[config.mk]
export PLATFORM = sky130hd
export DESIGN_NAME = head_sram_if_master
export DESIGN_NICKNAME = d
export VERILOG_FILES = /design/src/rtl/head_sram_if_master.sv
export SDC_FILE = /design/constraint.sdc
export NUM_CORES = 1
export LEC_CHECK = 0
export BUFFER_PORTS_ARGS = -buffer_cell sky130_fd_sc_hd__buf_2
export CORE_UTILIZATION = 40
export CTS_BUF_LIST = sky130_fd_sc_hd__clkbuf_8
export DETAILED_ROUTE_END_ITERATION = 6
export PLACE_DENSITY = 0.6
export SYNTH_ARGS = -nofsm -noshare
export SYNTH_HDL_FRONTEND = slang
export SYNTH_SLANG_ARGS = --single-unit
[constraint.sdc]
create_clock -name clk -period 2.8 [get_ports clk]
set_clock_uncertainty 0.05 [all_clocks]
set_input_delay 0.14 -clock clk [delete_from_list [all_inputs] [get_ports clk]]
set_output_delay 0.14 -clock clk [all_outputs]
set_load 0.01 [all_outputs]
[src/rtl/head_sram_if_master.sv]
// Line-to-beat initiator for the 16-bit debug/load port of head_sram: one 128-bit
// line request becomes 8 registered interface beats; read beats are reassembled.
module head_sram_if_master #(
  parameter  int BANK_DEPTH = 32,
  parameter  int DATA_WIDTH = 128,
  localparam int LINE_W     = $clog2(BANK_DEPTH),
  localparam int ADDR_W     = LINE_W + 3
) (
  input  logic                  clk,
  input  logic                  rstn,
  input  logic                  req_valid,
  output logic                  req_ready,
  input  logic                  req_wr,
  input  logic [LINE_W-1:0]     req_line,
  input  logic [DATA_WIDTH-1:0] req_wdata,
  output logic                  resp_valid,
  input  logic                  resp_ready,
  output logic                  resp_wr,
  output logic [DATA_WIDTH-1:0] resp_rdata,
  output logic [ADDR_W-1:0]     interface_addr,
  output logic                  interface_ren,
  output logic                  interface_wen,
  output logic [15:0]           interface_wdata,
  input  logic [15:0]           interface_rdata,
  input  logic                  interface_rvalid
);

  typedef enum logic [2:0] {
    S_IDLE,
    S_WR_ISSUE,
    S_RD_ISSUE,
    S_RD_DRAIN,
    S_RESP
  } state_e;

  state_e                state_q, state_d;
  logic [2:0]            bc_q, bc_d;
  logic [LINE_W-1:0]     line_q;
  logic                  wr_q;
  logic [DATA_WIDTH-1:0] wline_q;
  logic [ADDR_W-1:0]     addr_q, addr_d;
  logic                  ren_q, ren_d;
  logic                  wen_q, wen_d;
  logic [15:0]           wdata_q, wdata_d;
  logic [2:0]            rc_q;
  logic                  cap_done_q;
  logic [DATA_WIDTH-1:0] rdata_q;

  logic       accept;
  logic       capture;
  logic       last_beat;
  logic       last_capture;
  logic [2:0] beat_nxt;

  assign accept       = req_valid && (state_q == S_IDLE);
  assign capture      = interface_rvalid && ((state_q == S_RD_ISSUE) || (state_q == S_RD_DRAIN));
  assign last_beat    = (bc_q == 3'd7);
  assign last_capture = capture && (rc_q == 3'd7);
  assign beat_nxt     = bc_q + 3'd1;

  // State register plus every registered output and the latched request.
  // NOTE: sequential state uses non-blocking (<=) so all flops update from pre-edge values.
  always_ff @(posedge clk or negedge rstn) begin
    if (!rstn) begin
      state_q   <= S_IDLE;
      bc_q      <= 3'd0;
      line_q    <= '0;
      wr_q      <= 1'b0;
      wline_q   <= '0;
      addr_q    <= '0;
      ren_q     <= 1'b0;
      wen_q     <= 1'b0;
      wdata_q   <= 16'h0;
    end else begin
      state_q   <= state_d;
      bc_q      <= bc_d;
      addr_q    <= addr_d;
      ren_q     <= ren_d;
      wen_q     <= wen_d;
      wdata_q   <= wdata_d;
      if (accept) begin
        line_q  <= req_line;
        wr_q    <= req_wr;
        wline_q <= req_wdata;
      end
    end
  end

  // Next-state logic.
  // NOTE: every always_comb output gets a default first, so no path can infer a latch.
  always_comb begin
    state_d = state_q;
    unique case (state_q)
      S_IDLE:     if (accept) state_d = req_wr ? S_WR_ISSUE : S_RD_ISSUE;
      S_WR_ISSUE: if (last_beat) state_d = S_RESP;
      S_RD_ISSUE: if (last_beat) state_d = S_RD_DRAIN;
      S_RD_DRAIN: if (cap_done_q || last_capture) state_d = S_RESP;
      S_RESP:     if (resp_ready) state_d = S_IDLE;
      default:    state_d = S_IDLE;
    endcase
  end

  // Output logic: computes the values the interface registers take on the next edge.
  always_comb begin
    bc_d    = bc_q;
    addr_d  = addr_q;
    ren_d   = 1'b0;
    wen_d   = 1'b0;
    wdata_d = wdata_q;
    unique case (state_q)
      S_IDLE: begin
        if (accept) begin
          bc_d    = 3'd0;
          addr_d  = {req_line, 3'd0};
          wen_d   = req_wr;
          ren_d   = !req_wr;
          wdata_d = req_wdata[15:0];
        end
      end
      S_WR_ISSUE, S_RD_ISSUE: begin
        if (!last_beat) begin
          bc_d   = beat_nxt;
          addr_d = {line_q, beat_nxt};
          wen_d  = (state_q == S_WR_ISSUE);
          ren_d  = (state_q == S_RD_ISSUE);
          if (state_q == S_WR_ISSUE) wdata_d = wline_q[{beat_nxt, 4'b0} +: 16];
        end
      end
      default: ;
    endcase
  end

  // Read-return capture; rvalid outside the read states is deliberately dropped.
  always_ff @(posedge clk or negedge rstn) begin
    if (!rstn) begin
      rc_q       <= 3'd0;
      cap_done_q <= 1'b0;
      rdata_q    <= '0;
    end else begin
      if (accept) cap_done_q <= 1'b0;
      if (capture) begin
        rdata_q[{rc_q, 4'b0} +: 16] <= interface_rdata;
        rc_q                        <= rc_q + 3'd1;
        if (rc_q == 3'd7) cap_done_q <= 1'b1;
      end
    end
  end

  assign req_ready       = (state_q == S_IDLE);
  assign resp_valid      = (state_q == S_RESP);
  assign resp_wr         = wr_q;
  assign resp_rdata      = rdata_q;
  assign interface_addr  = addr_q;
  assign interface_ren   = ren_q;
  assign interface_wen   = wen_q;
  assign interface_wdata = wdata_q;

endmodule

==> metrics <==
outcome=finished, final reports clean; Rel. slew slack=a little under a quarter; setup TNS=0 ns; RSZ-0062 raised after global routing=false; PD cells=between 1000 and 1500 nW/um^2; Avg Cell Area, Syn=between 10 and 15 um^2; Slew @ Worst Pin=approximately 1.1 ns; crit path time final=between 2 and 3 ns; Synth Cell Area=between 10000 and 15000 um^2; number of routed nets with antenna violations=0; synth cell count leaders=440 x nand2_1, 295 x dfrtp_1, 89 x mux2_2; CTS buffer count=just over 50; first-pass GRT wire length=59000 um; yosys warns=0; I/O pin cnt=about 310; Synth Flop Type=dfrtp_1; Max IR drop VDD=between 0.0006 and 0.0007 V; Die Area=33100 um^2; CP max FO=16; vias in the first global route=~11000; Area Growth Syn to Fin=35.2%; clk sinks=about 300; fin util=a little under three fifths; ys async rst share=100%; Synth area leader=dfrtp_1; CTS H-tree lvls=2; sequential area share after synthesis=around 57%; min-delay worst type=input pin to flip-flop; CP max stage cell=nor3b_2; Worst-Skew Late Latency=just over 0.6 ns; post-synth top area share=a little under three fifths; Row Count=65; Static Leak=about 9.3 nW; TritonCTS clock tree=built; vias per inst=around 5; Peak Freq=about 0.40 GHz; drt total wl=37300 um; Synth Net Count=~1400; clock transition at the registers of the reported paths=~0.060 ns; Initial Utilization=40.9%; WS Path Type=flip-flop to flip-flop; clk buf depth=3; Worst EP arrival=~3 ns; critical path launch point type=flip-flop; Req. time, crit path=around 3.3 ns; Crit path largest cell delay=0.94 ns; layout cell share with drive strength beyond 1=about 32%; top post-synthesis cells by area=dfrtp_1 57%, nand2_1 13%, mux2_2 7.7%; Slew Viols, Final=0; largest net degree at the start of global routing=between 80 and 90; Synth cell types=45; final setup violation count=0; DRC Markers=0; endpoint class of the critical path=flip-flop; crit path buf inv count=1; Cells after Synth=~1200; First-pass DRT Iterations=5; via count=10400; FF+latch count, synth=295; post-DR wirelength/cell=around 18 um; Post-synth EDFFs=0; CP top delay family=simple AND/OR/NAND/NOR gates; die height=182 um; number of port buffers=311; Final Hold Viols=0; Nets=around 1800; CTS root buf=clkbuf_8; core area=approximately 32000 um^2; period utilisation layout=about nine tenths; HPWL Detailed=around 25000 um; Chip Width=between 150 and 200 um; max cap viols=0; count leader, synth=nand2_1; initial antenna violation count=3; Worst path most repeated cell=ha_1; RePlAce Congestion=approximately 0.80; DRT iter0 DRCs=between 600 and 700; sequence of cells on the critical path=inv_2, ha_1, ha_1, nor3b_2, and2_1, mux2_2; grt total ovfl=0; postcts setup bufs=0; Total GRT Usage=between 20% and 30%
kinds of logic after synthesis:
| kind of cell | count (synthesis) | share of synthesized area, % |
|---|---|---|
| DFF | 295 | 57.0 |
| adders and majority gates | 8 | 0.773 |
| muxes | 178 | 16.2 |
| and+or+nand+nor | 529 | 17.2 |
| buffers and inverters | 81 | 3.38 |
| AOI/OAI and AO/OA | 105 | 5.41 |
| xor gates and xnor gates | 2 | 0.135 |
flip-flops by register name (all words and copies together), names as in the netlist:
signal,count
bc_q,2
cap_done_q,1
interface_addr,6
interface_ren,1
interface_wdata,16
interface_wen,1
line_q,5
rc_q,3
resp_rdata,128
resp_wr,1
state_q,3
wline_q,128
routing by layer:
layer  GRT usage, %  share of wire (%)
met3           5.82                6.8
met4           8.20                3.1
met1           28.6                 43
met5              0                  0
met2           38.0                 47
stage by stage:
| stage | hold WS (ns) | area (um^2) | power [W] | worst slack (ns) | std cells |
|---|---|---|---|---|---|
| finish | 0.0347 | 17500 | 0.0183 | 0.284 | 2113 |
| global route | 0.0784 | 17500 | 0.0196 | 0.0998 | 2113 |
| CTS | 0.00525 | 17500 | 0.0185 | 0.193 | 2110 |
| detailed placement | 0.115 | 14900 | 0.0142 | 0.218 | 1865 |
| global placement | 0.116 | 14900 | 0.0141 | 0.333 | 1865 |
| floorplan | -0.206 | 13000 | 0.0115 | 0.638 | 1198 |
repair_timing:
item,CTS,global route
hold endpoints to repair,398,0
hold buffers,154,0
resized for setup,0,0
power breakdown:
group / switching [W] / internal [W] / total (W)
Clock: 0.00179 / 0.00226 / 0.00404
Combinational: 0.00420 / 0.00319 / 0.00740
Sequential: 0.000927 / 0.00598 / 0.00690
tightest hold or removal path, cell delays in order:
cell	delay, ns
buf_2	0.08
nand2_1	0.05
nand3b_1	0.09
o21ai_1	0.10
mux2_1	0.20
worst paths after layout:
| check | from | to | slack (ns) | depth (start not counted) |
|---|---|---|---|---|
| max | rc_q[0] | resp_rdata[16] | 0.28 | 6 |
| min | interface_rvalid | state_q[0] | 0.03 | 5 |
| max reg2reg | rc_q[0] | resp_rdata[16] | 0.28 | 6 |
| min reg2reg | wline_q[50] | wline_q[50] | 0.42 | 2 |
| max in group asynchronous | rstn | wline_q[18] | 1.80 | 3 |
| min in group asynchronous | rstn | resp_rdata[82] | 0.08 | 2 |
layout by cell type (no fill, tap or decap), drive strengths merged:
cell type and n:
o22a 1, diode 3, nor2b 4, or2 2, a221o 16, a2bb2oi 1, xnor2 2, nand2 440
mux2i 17, nand3b 1, nand2b 3, clkinv 9, nor2 7, dlygate4sd3 154, ha 8, clkbuf 68
a211oi 17, mux2 161, nor4b 2, and3b 1, nor3 7, dfrtp 295, o21bai 1, o22ai 21
o21ai 37, and3 6, a22o 2, and2 50, buf 338, o31a 1, bufinv 1, clkinvlp 1
nor3b 4, inv 20, a21oi 8, nand3 2
final cells by class:
cell class              count  area (um^2)
fillers                  2763        14200
flip-flops and latches    295         7390
multi-input cells         822         5150
repair buffers            492         3370
clock buffers              68          936
well taps                 402          503
clock inverters            23          133
inverters                   8         30.0
diodes                      3         7.51
Power figures use the tool's default switching activity.
